### config.mk
export PLATFORM = sky130hd
export DESIGN_NAME = tick_countdown_timer
export DESIGN_NICKNAME = d
export VERILOG_FILES = /design/src/rtl/tick_countdown_timer.sv
export SDC_FILE = /design/constraint.sdc
export NUM_CORES = 1
export LEC_CHECK = 0
export BUFFER_PORTS_ARGS = -buffer_cell sky130_fd_sc_hd__clkbuf_2
export CORE_MARGIN = 4
export CORE_UTILIZATION = 26
export DETAILED_ROUTE_END_ITERATION = 8
export GPL_ROUTABILITY_DRIVEN = 0
export SYNTH_ARGS = -nofsm -noshare
export SYNTH_HDL_FRONTEND = slang
export SYNTH_SLANG_ARGS = --single-unit
### constraint.sdc
create_clock -name clk -period 1.9 [get_ports clk]
set_input_delay 0.475 -clock clk [delete_from_list [all_inputs] [get_ports clk]]
set_output_delay 0.475 -clock clk [all_outputs]
set_load 0.02 [all_outputs]
### src/rtl/tick_countdown_timer.sv
// tick_countdown_timer: prescaled countdown timer driven by a single-cycle tick strobe.
// A prescaler folds PRESCALE ticks into one count unit; expiry gives a one-cycle done
// pulse plus a sticky expired flag.
// Optional build macro TICK_TIMER_AUTO_RELOAD_EN: expiry in RUN reloads the last started
// value and keeps running (periodic mode). Undefined gives single-shot behaviour.
module tick_countdown_timer #(
    parameter int unsigned WIDTH    = 16,
    parameter int unsigned PRESCALE = 20,
    parameter int unsigned PRE_W    = 5
) (
    input  logic             clk,
    input  logic             rst,
    input  logic             tick,
    input  logic [WIDTH-1:0] load_val,
    input  logic             start,
    input  logic             pause,
    input  logic             clear,
    output logic [WIDTH-1:0] count,
    output logic             busy,
    output logic             done,
    output logic             expired
);

    typedef enum logic [1:0] {
        S_IDLE    = 2'd0,
        S_RUN     = 2'd1,
        S_PAUSED  = 2'd2,
        S_EXPIRED = 2'd3
    } state_e;

    localparam logic [PRE_W-1:0] PRE_LAST = PRE_W'(PRESCALE - 1);

    state_e             state_q, state_d;
    logic [WIDTH-1:0]   count_q, count_d;
    logic [PRE_W-1:0]   pre_q,   pre_d;
    logic               done_q,  done_d;
    logic               expired_q, expired_d;
    logic               busy_q,  busy_d;
`ifdef TICK_TIMER_AUTO_RELOAD_EN
    logic [WIDTH-1:0]   reload_q, reload_d;
`endif

    logic load_zero;
    logic unit_end;
    logic last_unit;

    // Shared decode: zero load, prescaler wrap on this tick, final count unit.
    assign load_zero = (load_val == '0);
    assign unit_end  = tick && (pre_q == PRE_LAST);
    assign last_unit = (count_q <= WIDTH'(1));

    // State register.
    always_ff @(posedge clk or negedge rst) begin
        if (!rst) begin
            state_q <= S_IDLE;
        end else begin
            state_q <= state_d;
        end
    end

    // Next-state logic, priority clear > start > pause > tick.
    always_comb begin
        state_d = state_q;
        unique case (state_q)
            S_IDLE, S_EXPIRED: begin
                if (clear)      state_d = S_IDLE;
                else if (start) state_d = load_zero ? S_EXPIRED : S_RUN;
            end
            S_RUN: begin
                if (clear)      state_d = S_IDLE;
                else if (start) state_d = load_zero ? S_EXPIRED : S_RUN;
                else if (pause) state_d = S_PAUSED;
`ifdef TICK_TIMER_AUTO_RELOAD_EN
                else if (unit_end && last_unit) state_d = S_RUN;
`else
                else if (unit_end && last_unit) state_d = S_EXPIRED;
`endif
            end
            S_PAUSED: begin
                if (clear)      state_d = S_IDLE;
                else if (start) state_d = S_RUN;
            end
            default: state_d = S_IDLE;
        endcase
    end

    // Datapath and output next values; resume from PAUSED leaves count/prescaler intact.
    always_comb begin
        count_d   = count_q;
        pre_d     = pre_q;
        done_d    = 1'b0;
        expired_d = expired_q;
        busy_d    = (state_d == S_RUN) || (state_d == S_PAUSED);
`ifdef TICK_TIMER_AUTO_RELOAD_EN
        reload_d  = reload_q;
`endif
        if (clear) begin
            count_d   = '0;
            pre_d     = '0;
            expired_d = 1'b0;
        end else if (start && (state_q != S_PAUSED)) begin
            pre_d = '0;
            if (load_zero) begin
                count_d   = '0;
                done_d    = 1'b1;
                expired_d = 1'b1;
            end else begin
                count_d   = load_val;
                expired_d = 1'b0;
`ifdef TICK_TIMER_AUTO_RELOAD_EN
                reload_d  = load_val;
`endif
            end
        end else if ((state_q == S_RUN) && !pause && tick) begin
            if (pre_q != PRE_LAST) begin
                pre_d = pre_q + PRE_W'(1);
            end else begin
                pre_d = '0;
                if (last_unit) begin
`ifdef TICK_TIMER_AUTO_RELOAD_EN
                    count_d = reload_q;
`else
                    count_d = '0;
`endif
                    done_d    = 1'b1;
                    expired_d = 1'b1;
                end else begin
                    count_d = count_q - WIDTH'(1);
                end
            end
        end
    end

    // Datapath and output registers.
    always_ff @(posedge clk or negedge rst) begin
        if (!rst) begin
            count_q   <= '0;
            pre_q     <= '0;
            done_q    <= 1'b0;
            expired_q <= 1'b0;
            busy_q    <= 1'b0;
`ifdef TICK_TIMER_AUTO_RELOAD_EN
            reload_q  <= '0;
`endif
        end else begin
            count_q   <= count_d;
            pre_q     <= pre_d;
            done_q    <= done_d;
            expired_q <= expired_d;
            busy_q    <= busy_d;
`ifdef TICK_TIMER_AUTO_RELOAD_EN
            reload_q  <= reload_d;
`endif
        end
    end

    assign count   = count_q;
    assign busy    = busy_q;
    assign done    = done_q;
    assign expired = expired_q;

endmodule

==> summary.md <==
| Metric | Value |
|---|---|
| Outcome | finished with violations |
| Failing checks | setup timing |
| VDD IR max | 0.346 mV |
| Synth Flop Type | dfrtp_1 |
| First-pass GRT wire length | 8980 µm |
| Clock-pin slew on the worst setup and hold paths | 0.10 ns |
| Avg WL per Cell | 15.8 µm |
| Switch Pwr | 0.000715 W |
| Share of post-route cells with drive strength above 1 | 0.530 |
| CTS Buf Count | 3 |
| Post-synthesis cell type count | 50 |
| Routed wire length | 5730 µm |
| Crit path time final | 1.99 ns |
| DRT Pass-1 Iters | 4 |
| Syn nets | 213 |
| Gate power share | 0.490 |
| Initial Util | 0.274 |
| Pwr per Cell Area | 726 nW/µm² |
| Max Slew Vio Count | 0 |
| Arrival @ worst endpoint | 2.16 ns |
| Sequential share of power | 0.333 |
| Reg2Reg Launch Point | count[6] |
| Critical path data required time | 2.08 ns |
| Nets | 315 |
| Setup TNS Final | -0.277 ns |
| Initial DRC count | 102 |
| Max clock buf depth | 2 |
| Total GRT Usage | 0.149 |
| CP startpoint | count[6] |
| Top achievable clock speed | 0.503 GHz |
| Maximum number of pins on one net before global-route repair | 27 |
| EDFF count, synth | 0 |
| Hold-fix buffers, CTS | 0 |
| Most frequent cells in the layout | buf_4, clkbuf_2, dfrtp_1 |
| Synth top area cells | dfrtp_1, a22oi_1, ha_1, a21oi_1, nand2_1 |
| H-Tree Depth | 1 |
| Clock sinks | 26 |
| Fill cells | 606 |
| Final WS setup | -0.0868 ns |
| Layout area overhead | 59.9% |
| CP max-delay cell | or4_4 |
| Post-synth ARST share | 1.00 |
| Clk root buf | clkbuf_8 |
| Final clock skew | 0.00530 ns |
| Clock group share of total power | 0.177 |
| Rows | 28 |
| GRT overflow | 0 |
| Synth area leader | dfrtp_1 |
| Vias in the first global route | 1846 |
| Buf/Inv on CP | 0 |
| Via/cell ratio | 5.23 |
| Yosys top cell area share | 0.392 |
| Mean Syn Cell Area | 8.93 µm² |
| Post-Syn Area | 1660 µm² |
| Critical Path, Cell by Cell | or4_4, or3_4, nor3_2, o21ai_1, a221o_1 |
| Ys Warns | 0 |
| Antenna Cells | 0 |
| Die Area | 7730 µm² |
| RSZ-0062 raised after global routing | yes |
| Max Cap Viol | 0 |
| Antenna violation net count after detailed routing | 0 |
| Int Pwr | 0.00121 W |
| Synth Register Bits | 26 |
| Fin crit share | 1.05 |
| Cells after Synth | 186 |
| Crit-path leading delay family | simple AND/OR/NAND/NOR gates |
| Fin Hold WS | 0.227 ns |
| Crit end category | flip-flop |
| CTS tree | yes |
| Clock Latency Late Sink | 0.28 ns |
| Seq/Total Area, Yosys | 0.392 |
| Final Power | 0.00193 W |
| Core Box Area | 6060 µm² |
| Vias | 1895 |
| Hold Crit Class | in2async |
| Die width | 87.9 µm |
| Startpoint types | flip-flop |
| # IOs | 41 |
| DRC violation count after routing | 0 |
| Initial antenna violation count | 0 |
| CP Max Fanout | 5 |
| Setup CP Type | reg2reg |
| Leakage | 1.27 nW |
| Worst-margin pin slew | 0.710 ns |
| Crit path largest cell delay | 0.59 ns |
| Port buffer count | 40 |
| DP HPWL | 4120 µm |
| Hold Violations, Final | 0 |
| Chip height | 87.9 µm |
| Final setup fails | 10 |
| Max-Slew Margin vs Limit | 0.527 |
| Switching share of power | 0.371 |
| Most common cell after layout, fill and taps aside | buf_4 |
==> registers in the layout, indices dropped and copies added (netlist names) <==
| signal | flops |
|---|---|
| expired | 1 |
| busy | 1 |
| state_q | 2 |
| count | 16 |
| done | 1 |
| pre_q | 5 |
==> worst register-to-register path: stages (launching register included) <==
cell	delay [ns]
dfrtp_2	0.41
or4_4	0.59
or3_4	0.39
nor3_2	0.12
o21ai_1	0.08
a221o_1	0.29
==> per-layer routing <==
metal,share of wire,GRT usage,vias up
met2,0.48,0.248,66
met1,0.44,0.194,915
met4,0.016,0.0544,0
li1,-,-,905
met3,0.060,0.0235,9
met5,0,0,-
==> per-stage QoR <==
step	util	area, µm²	cells	setup slack (ns)
5_1_grt	0.438	2660	362	-0.133
2_1_floorplan	-	1690	186	-0.0727
4_1_cts	0.419	2540	358	-0.0681
3_5_place_dp	0.389	2350	349	-0.334
6_report	0.438	2660	362	-0.0868
3_3_place_gp	0.389	2350	349	-0.317
==> cells by family after synthesis <==
family | Yosys count | synth area share
compound gates | 60 | 0.243
flops | 26 | 0.392
xor+xnor | 6 | 0.0316
mux | 2 | 0.0128
simple gates | 68 | 0.238
buf+inv | 19 | 0.0452
fa+ha+maj | 5 | 0.0377
==> layout make-up <==
cell class | instances | area [µm²] | area share
Sequential cell | 26 | 658 | 0.248
Clock buffer | 4 | 45.0 | 0.0169
Tap cell | 75 | 93.8 | 0.0353
Timing Repair Buffer | 103 | 703 | 0.265
Inverter | 13 | 51.3 | 0.0193
Multi-Input combinational cell | 141 | 1110 | 0.416
==> path summary, 6_finish.rpt <==
kind	to	slack, ns	cells after the start
max	count[13]	-0.09	5
min	busy	0.23	1
max reg2reg	count[13]	-0.09	5
min reg2reg	pre_q[1]	0.56	2
max in group asynchronous	count[6]	1.18	1
min in group clk	done	0.50	2
==> power by group through the flow <==
stage	sequential, W	combinational, W	clock, W
2_1_floorplan	0.000715	0.000361	0
4_1_cts	0.000641	0.000874	0.000357
3_3_place_gp	0.000649	0.000765	0
5_1_grt	0.000648	0.00102	0.000379
6_report	0.000642	0.000946	0.000341
3_5_place_dp	0.000649	0.000768	0
==> synth_stat cells, types with 2 or more instances <==
cell,instances
a21o_1,2
a21oi_1,12
a221o_1,2
a22oi_1,9
a32oi_1,5
and2_1,3
and3_1,2
buf_2,3
clkbuf_1,3
dfrtp_1,26
ha_1,5
inv_1,13
nand2_1,14
nand4_1,4
nor2_1,13
nor3_1,7
nor4_1,8
o21ai_0,7
o21ai_1,7
o22ai_1,4
o2bb2ai_1,3
or3_4,2
xor2_1,5
==> timing repair <==
item / in CTS / in global routing
buffers inserted: 4 / 4
gates cloned: 1 / 0
endpoints found under the setup margin: 15 / 20
hold endpoints to repair: 0 / 0
pin swaps: 17 / 14
resized for setup: 28 / 18
Note: power is estimated with default switching activity, not from simulation.
